## src/rtl/k2_ctrl_pkg.sv

```systemverilog
// Shared types and default widths for the K2 run controller.
// The state encoding is visible on state_o, so its order is fixed here.
package k2_ctrl_pkg;

  localparam int ADDR_W_DEF = 4;
  localparam int INST_W_DEF = 8;
  localparam int CYC_W_DEF  = 16;

  typedef enum logic [2:0] {
    IDLE = 3'd0,
    LOAD = 3'd1,
    RUN  = 3'd2,
    STEP = 3'd3,
    HALT = 3'd4
  } state_t;

endpackage

```

## src/rtl/k2_prog_ram.sv

```systemverilog
// K2 program store: synchronous write, asynchronous read, contents never reset.
// A read of the address being written returns the old word until the edge.
module k2_prog_ram #(
  parameter int ADDR_W = 4,
  parameter int INST_W = 8
) (
  input  logic              clk,
  input  logic              we,
  input  logic [ADDR_W-1:0] waddr,
  input  logic [INST_W-1:0] wdata,
  input  logic [ADDR_W-1:0] raddr,
  output logic [INST_W-1:0] rdata
);

  logic [INST_W-1:0] mem [2**ADDR_W];

  always_ff @(posedge clk) begin
    if (we) begin
      mem[waddr] <= wdata;
    end
  end

  assign rdata = mem[raddr];

endmodule

```

## src/rtl/k2_run_controller.sv

```systemverilog
// K2 sequencer: owns the program RAM, byte-stream loader and core reset/enable.
// Define K2_BREAKPOINT_EN to add the single address breakpoint (bp_en/bp_addr/bp_hit).
module k2_run_controller
  import k2_ctrl_pkg::*;
#(
  parameter int ADDR_W = ADDR_W_DEF,
  parameter int INST_W = INST_W_DEF,
  parameter int CYC_W  = CYC_W_DEF
) (
  input  logic              clk,
  input  logic              rst,
  input  logic              load_start,
  input  logic              ld_valid,
  input  logic [INST_W-1:0] ld_data,
  output logic              ld_ready,
  input  logic              run_start,
  input  logic              halt_req,
  input  logic              step_req,
  input  logic [ADDR_W-1:0] ProgramAddress,
  output logic [INST_W-1:0] instruction_data,
  output logic              cpu_rst,
  output logic              cpu_en,
  output logic [2:0]        state_o,
`ifdef K2_BREAKPOINT_EN
  input  logic              bp_en,
  input  logic [ADDR_W-1:0] bp_addr,
  output logic              bp_hit,
`endif
  output logic [CYC_W-1:0]  cycle_count
);

  localparam logic [ADDR_W-1:0] PTR_LAST = '1;
  localparam logic [CYC_W-1:0]  CNT_MAX  = '1;

  state_t            state, state_next;
  logic [ADDR_W-1:0] wr_ptr;
  logic              ram_we;

  always_ff @(posedge clk or posedge rst) begin
    if (rst) begin
      state <= IDLE;
    end else begin
      state <= state_next;
    end
  end

`ifdef K2_BREAKPOINT_EN
  logic resume_mask;
  logic bp_trap;
`endif

  // Next state; a full 2^ADDR_W byte load ends the LOAD phase on its own.
  always_comb begin
    state_next = state;
`ifdef K2_BREAKPOINT_EN
    bp_trap = 1'b0;
`endif
    unique case (state)
      IDLE: begin
        if (load_start)     state_next = LOAD;
        else if (run_start) state_next = RUN;
      end
      LOAD: begin
        if (ld_valid && (wr_ptr == PTR_LAST)) state_next = IDLE;
      end
      RUN: begin
        if (load_start)    state_next = LOAD;
        else if (halt_req) state_next = HALT;
`ifdef K2_BREAKPOINT_EN
        else if (bp_en && (ProgramAddress == bp_addr) && !resume_mask) begin
          state_next = HALT;
          bp_trap    = 1'b1;
        end
`endif
      end
      STEP: state_next = HALT;
      HALT: begin
        if (load_start)     state_next = LOAD;
        else if (run_start) state_next = RUN;
        else if (step_req)  state_next = STEP;
      end
      default: state_next = IDLE;
    endcase
  end

  assign cpu_rst  = (state == IDLE) || (state == LOAD);
  assign cpu_en   = (state == RUN) || (state == STEP);
  assign ld_ready = (state == LOAD);
  assign state_o  = state;
  assign ram_we   = ld_ready && ld_valid;

  always_ff @(posedge clk or posedge rst) begin
    if (rst) begin
      wr_ptr <= '0;
    end else if ((state != LOAD) && (state_next == LOAD)) begin
      wr_ptr <= '0;
    end else if (ram_we) begin
      wr_ptr <= wr_ptr + 1'b1;
    end
  end

  // Counts enabled core cycles; only a fresh run from IDLE clears it.
  always_ff @(posedge clk or posedge rst) begin
    if (rst) begin
      cycle_count <= '0;
    end else if ((state == IDLE) && (state_next == RUN)) begin
      cycle_count <= '0;
    end else if (cpu_en && (cycle_count != CNT_MAX)) begin
      cycle_count <= cycle_count + 1'b1;
    end
  end

`ifdef K2_BREAKPOINT_EN
  // The first RUN cycle after HALT skips the compare so a resume is not re-trapped.
  always_ff @(posedge clk or posedge rst) begin
    if (rst) begin
      resume_mask <= 1'b0;
      bp_hit      <= 1'b0;
    end else begin
      resume_mask <= (state == HALT) && (state_next == RUN);
      if (bp_trap) begin
        bp_hit <= 1'b1;
      end else if ((state == HALT) && (state_next != HALT)) begin
        bp_hit <= 1'b0;
      end
    end
  end
`endif

  k2_prog_ram #(
    .ADDR_W(ADDR_W),
    .INST_W(INST_W)
  ) u_ram (
    .clk  (clk),
    .we   (ram_we),
    .waddr(wr_ptr),
    .wdata(ld_data),
    .raddr(ProgramAddress),
    .rdata(instruction_data)
  );

endmodule
```

## config.mk

```make
export PLATFORM = sky130hd
export DESIGN_NAME = k2_run_controller
export DESIGN_NICKNAME = d
export VERILOG_FILES = /design/src/rtl/k2_ctrl_pkg.sv /design/src/rtl/k2_prog_ram.sv /design/src/rtl/k2_run_controller.sv
export SDC_FILE = /design/constraint.sdc
export NUM_CORES = 1
export LEC_CHECK = 0
export ABC_AREA = 1
export BUFFER_PORTS_ARGS = -buffer_cell sky130_fd_sc_hd__buf_2
export CORE_ASPECT_RATIO = 1.75
export CORE_MARGIN = 2
export CORE_UTILIZATION = 33
export CTS_CLUSTER_SIZE = 8
export DETAILED_ROUTE_END_ITERATION = 10
export SYNTH_ARGS = -nofsm -noshare
export SYNTH_HDL_FRONTEND = slang
export SYNTH_HIERARCHICAL = 1
export SYNTH_SLANG_ARGS = --single-unit
```

## constraint.sdc

```tcl
create_clock -name clk -period 2.2 [get_ports clk]
set_clock_uncertainty 0.15 [all_clocks]
set_input_delay 0 -clock clk [delete_from_list [all_inputs] [get_ports clk]]
set_output_delay 0 -clock clk [all_outputs]
set_load 0.01 [all_outputs]
```

==> results of run 1 <==
-- power by group through the flow --
stage | Sequential, W | Combinational, W | Clock [W]
after floorplan | 0.00356 | 0.000706 | 0
after global placement | 0.00358 | 0.00117 | 0
after detailed placement | 0.00358 | 0.00118 | 0
after CTS | 0.00353 | 0.00123 | 0.00300
after global routing | 0.00355 | 0.00135 | 0.00312
final | 0.00353 | 0.00120 | 0.00294
-- final cells by class --
cell class | instances | area (um^2) | area share (%)
clock buffers | 20 | 436.7 | 5.171
flip-flops and latches | 151 | 4419 | 52.33
multi-input cells | 451 | 1993 | 23.60
well taps | 252 | 315.3 | 3.734
repair buffers | 95 | 645.6 | 7.646
inverters | 128 | 480.5 | 5.690
clock inverters | 10 | 153.9 | 1.822
-- path summary, 6_finish.rpt --
check	from	endpoint	slack, ns	depth (start not counted)
setup / recovery	state_o[2]	u_ram/mem[15][4]	0.17	8
hold / removal	rst	cycle_count[0]	0.02	4
max in group asynchronous	rst	wr_ptr[2]	1.63	4
setup reg to reg	state_o[2]	u_ram/mem[15][4]	0.17	8
hold reg to reg	cycle_count[1]	cycle_count[1]	0.38	2
min in group clk	run_start	wr_ptr[1]	0.07	9
-- per-stage QoR --
step	cells	power [W]	hold WS (ns)	instance area, um^2	util [%]
2_1_floorplan	757	0.004264	-0.1481	7079	-
3_3_place_gp	1060	0.004750	-0.08288	7686	36.57
3_5_place_dp	1060	0.004767	-0.08247	7686	36.57
4_1_cts	1107	0.007748	0.01070	8447	40.18
5_1_grt	1107	0.008012	0.05226	8444	40.17
6_report	1107	0.007672	0.02399	8444	40.17
-- synth_stat cells (all sizes together) --
cell / number
dfrtp: 23
nand4: 12
clkbuf: 1
o21ai: 8
nor2: 47
xor2: 6
ha: 2
a21oi: 1
xnor2: 2
nand3b: 4
edfxtp: 128
nand2: 253
buf: 26
or2: 2
nand3: 112
clkinv: 1
o21bai: 2
inv: 127
-- layer usage --
| layer | up-vias | GRT usage (%) |
|---|---|---|
| li1 | 2597 | - |
| met4 | 0 | 9.282 |
| met1 | 2414 | 17.54 |
| met2 | 152 | 30.07 |
| met5 | - | 0 |
| met3 | 44 | 2.938 |
-- cell families (layout without fill, tap and decap cells) --
group,Yosys count,in the layout,share of synthesized area (%)
AND/OR/NAND/NOR,430,430,25.91
buffers and inverters,155,253,9.420
flip-flops,151,151,62.42
AO/OA/AOI/OAI,11,11,0.9012
XOR/XNOR,8,8,0.9898
adder cells (fa/ha/maj),2,2,0.3534
-- state kept, by name (all words and copies together) (netlist names) --
register	count
cycle_count	16
wr_ptr	4
u_ram/mem	128
state_o	3
-- tightest hold or removal path: cells and delay by family --
| family | cells | cell delay [ns] |
|---|---|---|
| buf+inv | 4 | 0.99 |
-- timing repair --
item,4_1_cts,5_1_grt
setup buffers,0,1
hold endpoints to repair,160,0
endpoints found under the setup margin,0,1
hold buffers,17,0
==> flow_summary.toml, run 1 <==
[power]
internal_power_w = 0.005635
leakagePower_nw = 3.803
powerDensity_mw_per_mm2 = 908.5
clockPowerShare_pct = 38.4
p_comb_share_pct = 15.7
p_switching_w = 0.002037
p_sw_share_pct = 26.55
peakVddDrop_mv = 0.5129
p_seq_share_pct = 46.0

[route]
top_layer = "met4"
drcViolationCount = 0
vias = 5207
wl_met3_um = 727
final_antenna_net_count = 0
via_per_inst = 4.704
totalWireLength_um = 17900
m1WireLength_um = 6765
dr.pass1.iters = 5
wire_per_inst_um = 16.17
route.met2.wl_um = 9547
drtIter0Drc = 468

[final_layout]
drive_above_1_share_pct = 13.80
layout_common_cells = "252 x nand2_1, 128 x edfxtp_1, 123 x inv_1"
diodes = 0
fill_cells = 2097
layout_commonest_cell = "nand2_1"
final_nets = 865
area_delta_synth_final_pct = 19.28

[placed_design]
place_congestion = 0.8934
post-place-ws_ns = 0.2736
port_buffers = 48
dpl.hpwl_um = 12300

[global_routing]
antenna_found_initial = 0
first_global_vias = 5134
grt_pass1_wl_um = 27590
grt_overflow = 0
grt_max_degree = 65
grt.total_usage_pct = 16.47

[die]
die-area_mm2 = 0.02269
die_y_um = 197.8
die_w_um = 114.7
fp.coreArea_mm2 = 0.02102
std_cell_rows = 70
ios = 49
initial_core_util_pct = 33.68

[sta]
worstMarginPinSlew_ns = 0.6539
slew_viol_final = 0
rsz0062_at_grt = "no"
setup_tns_ns = 0
clock.fmax_mhz = 491.8
setup_slack_ns = 0.1668
fin_crit_sh_pct = 92.42
finalSetupViolations = 0
hold_viol = 0
slew_headroom_pct = 56.41
period_minus_slack_ns = 2.033

[worst_hold_path]
hold_class = "input pin to async pin"

[critical_path]
cp.buffers_inverters = 3
start_kind = "register"
cpPeakStageDelay_ns = 0.40
path_delay_family = "simple AND/OR/NAND/NOR gates"
cp_max_fo = 8
criticalPathCategory = "register to register"
cp_slowest_cell = "dfrtp_1"
worstPathRequired_ns = 2.17
crit_path_frequent_cell = "buf_4"
end_kind = "register"
cp_cell_sequence = "buf_4 -> nor2_1 -> nand2_1 -> nor2_2 -> buf_4 -> nand3_1 -> nor2_1 -> buf_4"
arrival_ns = 2.01

[clocking]
cts_buffers = 17
htree_levels = 4
path_clk_slew_ns = 0.06
clock_latency_ns = 0.42
clock_sinks = 151
cts_tree = "yes"
cts_buffer_depth = 2
cts-root-buf = "clkbuf_16"
ctsResizeCount = 0

[synthesis]
synthCells = 757
seq_area_frac_synth_pct = 62.42
synth_area_mm2 = 0.007079
synth_top_area_share_pct = 54.29
avgSynthCellArea_um2 = 9.352
ys_top_cells_by_area = "edfxtp_1 54%, nand2_1 13%, dfrtp_1 8.1%, nand3_1 7.8%, inv_1 6.5%"
yosysWarningCount = 6
synth_top_area_cell = "edfxtp_1"
synth_fp_nets = 778
synth-seq-cells = 151
ys_types = 28

[run]
drv_cap = 0

[status]
status = "finished, final reports clean"
Power figures use the tool's default switching activity.
==> run 2: changes to the inputs <==
- ABC_AREA: 1 -> unset
==> run 2 against run 1 <==
Compared with the run above: final cell count down 37%; fmax decreased by 2.3%; register-to-register slack worse by 0.05 ns; critical path depth is 2 lower; die area shrank 12%; critical path type unchanged.
==> flow_summary.toml, run 2 <==
[route]
totalWireLength_um = 13000
vias = 3489
dr.pass1.iters = 4
top_layer = "met4"
wire_per_inst_um = 18.78
final_antenna_net_count = 0
m1WireLength_um = 4970
drtIter0Drc = 219
drcViolationCount = 0
route.met2.wl_um = 7328
wl_met3_um = 559
via_per_inst = 5.042

[synthesis]
avgSynthCellArea_um2 = 17.86
synth_top_area_share_pct = 62.02
synth_area_mm2 = 0.006197
synth_top_area_cell = "edfxtp_1"
synth_flop_cell = "edfxtp_1"
synth_fp_nets = 368
seq_area_frac_synth_pct = 71.31
synthCells = 347
async_reset_ff_share_pct = 15.23
ys_types = 47
synth_most_common_cell = "edfxtp_1"
ys_top_cells_by_area = "edfxtp_1 62%, dfrtp_1 9.3%, mux4_2 6.5%, mux4_1 5.9%, a22oi_1 1.9%"
synth_edf_count = 128
yosysWarningCount = 6
synth-seq-cells = 151
netlist_top_cells_count = "128 x edfxtp_1, 23 x dfrtp_1, 23 x nor2_1"

[critical_path]
cp_slowest_cell = "or4_4"
cpPeakStageDelay_ns = 0.56
end_kind = "register"
arrival_ns = 2.22
cp_max_fo = 9
worstPathRequired_ns = 2.34
start_kind = "register"
criticalPathCategory = "register to register"
cp_cell_sequence = "ha_1 -> nand3_2 -> or4_4 -> o21ai_2 -> or4_1 -> a21oi_1"

[clocking]
clock_latency_ns = 0.41
cts-root-buf = "clkbuf_16"
cts_buffers = 17
cts_tree = "yes"
cts_setup_buffers = 0
path_clk_slew_ns = 0.06
htree_levels = 4
cts_buffer_depth = 2
clock_sinks = 151

[global_routing]
grt_pass1_wl_um = 20290
grt.total_usage_pct = 13.86
antenna_found_initial = 0
grt_overflow = 0
first_global_vias = 3649
grt_max_degree = 33

[sta]
worstMarginPinSlew_ns = 0.9252
finalSetupViolations = 0
clock.fmax_mhz = 480.3
rsz0062_at_grt = "yes"
period_minus_slack_ns = 2.082
hold_ws_ns = 0.2059
setup_slack_ns = 0.1180
setup_tns_ns = 0
fin_crit_sh_pct = 94.64
slew_viol_final = 0
hold_viol = 0
slew_headroom_pct = 38.25

[placed_design]
dpl.hpwl_um = 8875
place_congestion = 0.7974
post-place-ws_ns = 0.1050
dp_cells = 644
port_buffers = 48

[die]
std_cell_rows = 66
initial_core_util_pct = 33.50
die_y_um = 185.3
ios = 49
die_w_um = 107.6
fp.coreArea_mm2 = 0.01850
die-area_mm2 = 0.01993

[final_layout]
area_delta_synth_final_pct = 22.73
largest_register = "u_ram/mem"
top_regs = "u_ram/mem x128, cycle_count x16, wr_ptr x4"
layout_common_cells = "128 x edfxtp_1, 48 x buf_2, 21 x dfrtp_1, 21 x buf_4, 20 x nand2_1"
final_nets = 462
diodes = 0
layout_commonest_cell = "edfxtp_1"
largest_reg_flops = 128
final_cells = 692
fill_cells = 1692
drive_above_1_share_pct = 31.06

[status]
status = "finished, final reports clean"

[worst_hold_path]
hold_class = "input pin to async pin"

[run]
drv_cap = 0

[power]
peakVddDrop_mv = 0.5312
design_power_total_w = 0.007106
powerDensity_mw_per_mm2 = 934.3
leakagePower_nw = 2.706
[run 2: cell types whose count changed in the layout (fill, tap and decap cells not counted), sizes merged, moves of 16 or more]
| cell | before | now |
|---|---|---|
| nand2 | 253 | 20 |
| mux4 | 0 | 32 |
| nand3 | 112 | 11 |
| inv | 128 | 14 |
| a22oi | 0 | 16 |
| nor2 | 47 | 23 |
[run 2: what timing repair did]
item,CTS,global route
setup endpoints to repair,0,15
gates resized for setup,0,1
hold endpoints to repair,164,0
hold buffers,16,0
[run 2: logic make-up after synthesis]
logic type | after synthesis | share of synthesized area, %
AOI/OAI and AO/OA | 43 | 4.846
xor gates and xnor gates | 5 | 0.7068
adders and majority gates | 2 | 0.4037
buffers and inverters | 18 | 1.898
DFF | 151 | 71.31
muxes | 37 | 13.28
and+or+nand+nor | 91 | 7.551
[run 2: per-stage QoR]
step | instance area (um^2) | utilization (%)
2_1_floorplan | 6245 | -
3_3_place_gp | 6884 | 37.22
3_5_place_dp | 6884 | 37.22
4_1_cts | 7602 | 41.10
5_1_grt | 7606 | 41.12
6_report | 7606 | 41.12
[run 2: per-layer routing]
layer / vias up / track usage (%)
met4: 0 / 4.513
met5: - / 0
met2: 97 / 25.96
met1: 1772 / 15.16
met3: 10 / 3.237
li1: 1610 / -
[run 2: area by class of cell]
cell class | instances | area [um^2] | area share [%]
inverter | 6 | 26.28 | 0.3455
clock inverter | 14 | 128.9 | 1.694
tap | 238 | 297.8 | 3.915
multi-input combinational | 178 | 1704 | 22.40
timing repair buffer | 87 | 598.1 | 7.863
clock buffer | 18 | 429.2 | 5.642
sequential | 151 | 4422 | 58.13
[run 2: power breakdown]
group | internal [W] | total, W | switching, W | leakage [nW]
clock network | 0.00149 | 0.00273 | 0.00123 | 0.266
registers | 0.00329 | 0.00345 | 0.000163 | 1.46
logic | 0.000412 | 0.000926 | 0.000514 | 0.978
[run 2: worst paths after layout]
check | startpoint | to | slack, ns | cells past startpoint
max | cycle_count[0] | cycle_count[13] | 0.12 | 6
min | rst | cycle_count[6] | 0.21 | 3
max reg2reg | cycle_count[0] | cycle_count[13] | 0.12 | 6
min reg2reg | cycle_count[10] | cycle_count[10] | 0.36 | 1
max in group asynchronous | rst | state_o[2] | 1.06 | 3
min in group clk | load_start | state_o[1] | 0.35 | 4
[run 2: worst max-delay path: cells and delay by family (launching register included)]
kind / cells / cell delay, ns
adders and majority gates: 1 / 0.22
AOI/OAI and AO/OA: 2 / 0.40
DFF: 1 / 0.35
and+or+nand+nor: 3 / 0.84
==> run 3: changes to the inputs <==
- BUFFER_PORTS_ARGS: -buffer_cell sky130_fd_sc_hd__buf_2 -> unset
- DONT_BUFFER_PORTS: unset -> 1
==> run 3 against run 2 <==
Compared with the run above: hold slack lost 0.080 ns; largest cell class unchanged; clock-buffer cell count is the same; via count shrank 5.5%; sequential power is essentially flat; fmax grew 0.88%; register-to-register slack gained 0.02 ns; clock power grew 4%; combinational power shrank 6.3%; non-clock buffer count shrank 40; core utilization shrank 0.93 points.
==> flow_summary.toml, run 3 (synthesis results as in run 2) <==
[global_routing]
use_met3_pct = 3.589
antenna_found_initial = 0
grt_pass1_wl_um = 19950
first_global_vias = 3535
grt.met1_usage_pct = 14.58
grt_max_degree = 33
grt-busiest-layer = "met2"
grt.total_usage_pct = 13.52
grt_util_met2_pct = 24.68
grt_overflow = 0

[critical_path]
r2r_cells = 6
path_delay_family = "simple AND/OR/NAND/NOR gates"
arrival_ns = 2.20
cp.buffers_inverters = 0
cp_cell_sequence = "ha_1 -> nand3_2 -> or4_4 -> o21ai_2 -> or4_1 -> a21oi_1"
r2r-start = "cycle_count[0]"
cp_slowest_cell = "or4_4"
cpPeakStageDelay_ns = 0.57
worstPathRequired_ns = 2.34
rr_endpoint = "cycle_count[13]"
criticalPathCategory = "register to register"
worst-r2r-setup-slack_ns = 0.14
end_kind = "register"
cp_max_fo = 9
start_kind = "register"

[clocking]
htree_levels = 4
path_clk_slew_ns = 0.06
cts_setup_buffers = 0
cts_tree = "yes"
clock_latency_ns = 0.41
cts_buffer_depth = 2
cts_buffers = 17
cts-root-buf = "clkbuf_16"
clock_sinks = 151

[sta]
fin_crit_sh_pct = 93.81
setup_slack_ns = 0.1361
rsz0062_at_grt = "no"
clock.fmax_mhz = 484.5
slew_headroom_pct = 38.51
period_minus_slack_ns = 2.064
slew_viol_final = 0
hold_ws_ns = 0.1256
finalSetupViolations = 0
worstMarginPinSlew_ns = 0.9214
setup_tns_ns = 0
hold_viol = 0

[placed_design]
dpl.hpwl_um = 8791
dp_cells = 604
post-place-ws_ns = 0.1354
place_congestion = 0.7898
port_buffers = 0

[status]
status = "finished, final reports clean"

[final_layout]
final_nets = 422
top_regs = "u_ram/mem x128, cycle_count x16, wr_ptr x4"
area_delta_synth_final_pct = 19.95
drive_above_1_share_pct = 23.43
final_cells = 652
diodes = 0
largest_reg_flops = 128
layout_commonest_cell = "edfxtp_1"
fill_cells = 1703
largest_register = "u_ram/mem"
layout_common_cells = "128 x edfxtp_1, 31 x buf_4, 21 x dfrtp_1"

[route]
via_per_inst = 5.057
final_antenna_net_count = 0
totalWireLength_um = 12600
drcViolationCount = 0
drtIter0Drc = 196
dr.pass1.iters = 4
wire_per_inst_um = 19.32
vias = 3297

[die]
die_w_um = 107.6
ios = 49
die-area_mm2 = 0.01993
die_y_um = 185.3
std_cell_rows = 66
fp.coreArea_mm2 = 0.01850
initial_core_util_pct = 33.50

[power]
peakVddDrop_mv = 0.5342
powerDensity_mw_per_mm2 = 962.1
design_power_total_w = 0.007152
leakagePower_nw = 2.539

[run]
drv_cap = 0

[worst_hold_path]
hold_class = "input pin to async pin"
[run 3: layout make-up]
class                           count  area [um^2]  share of cell area (%)
Multi-Input combinational cell    178         1712                   23.03
Inverter                            6        22.52                  0.3030
Tap cell                          238        297.8                   4.006
Timing Repair Buffer               47        392.9                   5.285
Clock inverter                     14        157.7                   2.121
Sequential cell                   151         4422                   59.48
Clock buffer                       18        429.2                   5.773
[run 3: report_power, final]
part / switching (W) / leakage, nW / internal, W
registers: 0.000142 / 1.46 / 0.00329
logic: 0.000492 / 0.794 / 0.000376
clock network: 0.00108 / 0.283 / 0.00177
total: 0.00171 / 2.54 / 0.00544
[run 3: how the worst max path moves through the flow]
stage | slack (ns) | start | to | cells past startpoint
floorplan | 0.002 | state_o[2] | u_ram/mem[0][0] | 5
global placement | 0.19 | cycle_count[0] | cycle_count[5] | 6
detailed placement | 0.14 | cycle_count[0] | cycle_count[5] | 6
CTS | 0.12 | state_o[2] | u_ram/mem[0][5] | 4
global route | 0.003 | cycle_count[0] | cycle_count[13] | 6
finish | 0.14 | cycle_count[0] | cycle_count[13] | 6
[run 3: routing by layer]
metal / up-vias / share of wire (%)
li1: 1522 / -
met1: 1663 / 38
met2: 92 / 55
met3: 20 / 4.2
met4: 0 / 1.8
met5: - / 0
[run 3: metrics by stage]
stage	instance area, um^2	utilization [%]
after detailed placement	6679	36.11
after global routing	7433	40.19
after global placement	6679	36.11
final	7433	40.19
after CTS	7426	40.14
after floorplan	6245	-
[run 3: timing repair]
| action | in CTS | in global routing |
|---|---|---|
| hold buffers | 16 | 0 |
| hold endpoints to repair | 171 | 0 |
| resized for setup | 0 | 1 |
| endpoints found under the setup margin | 0 | 3 |
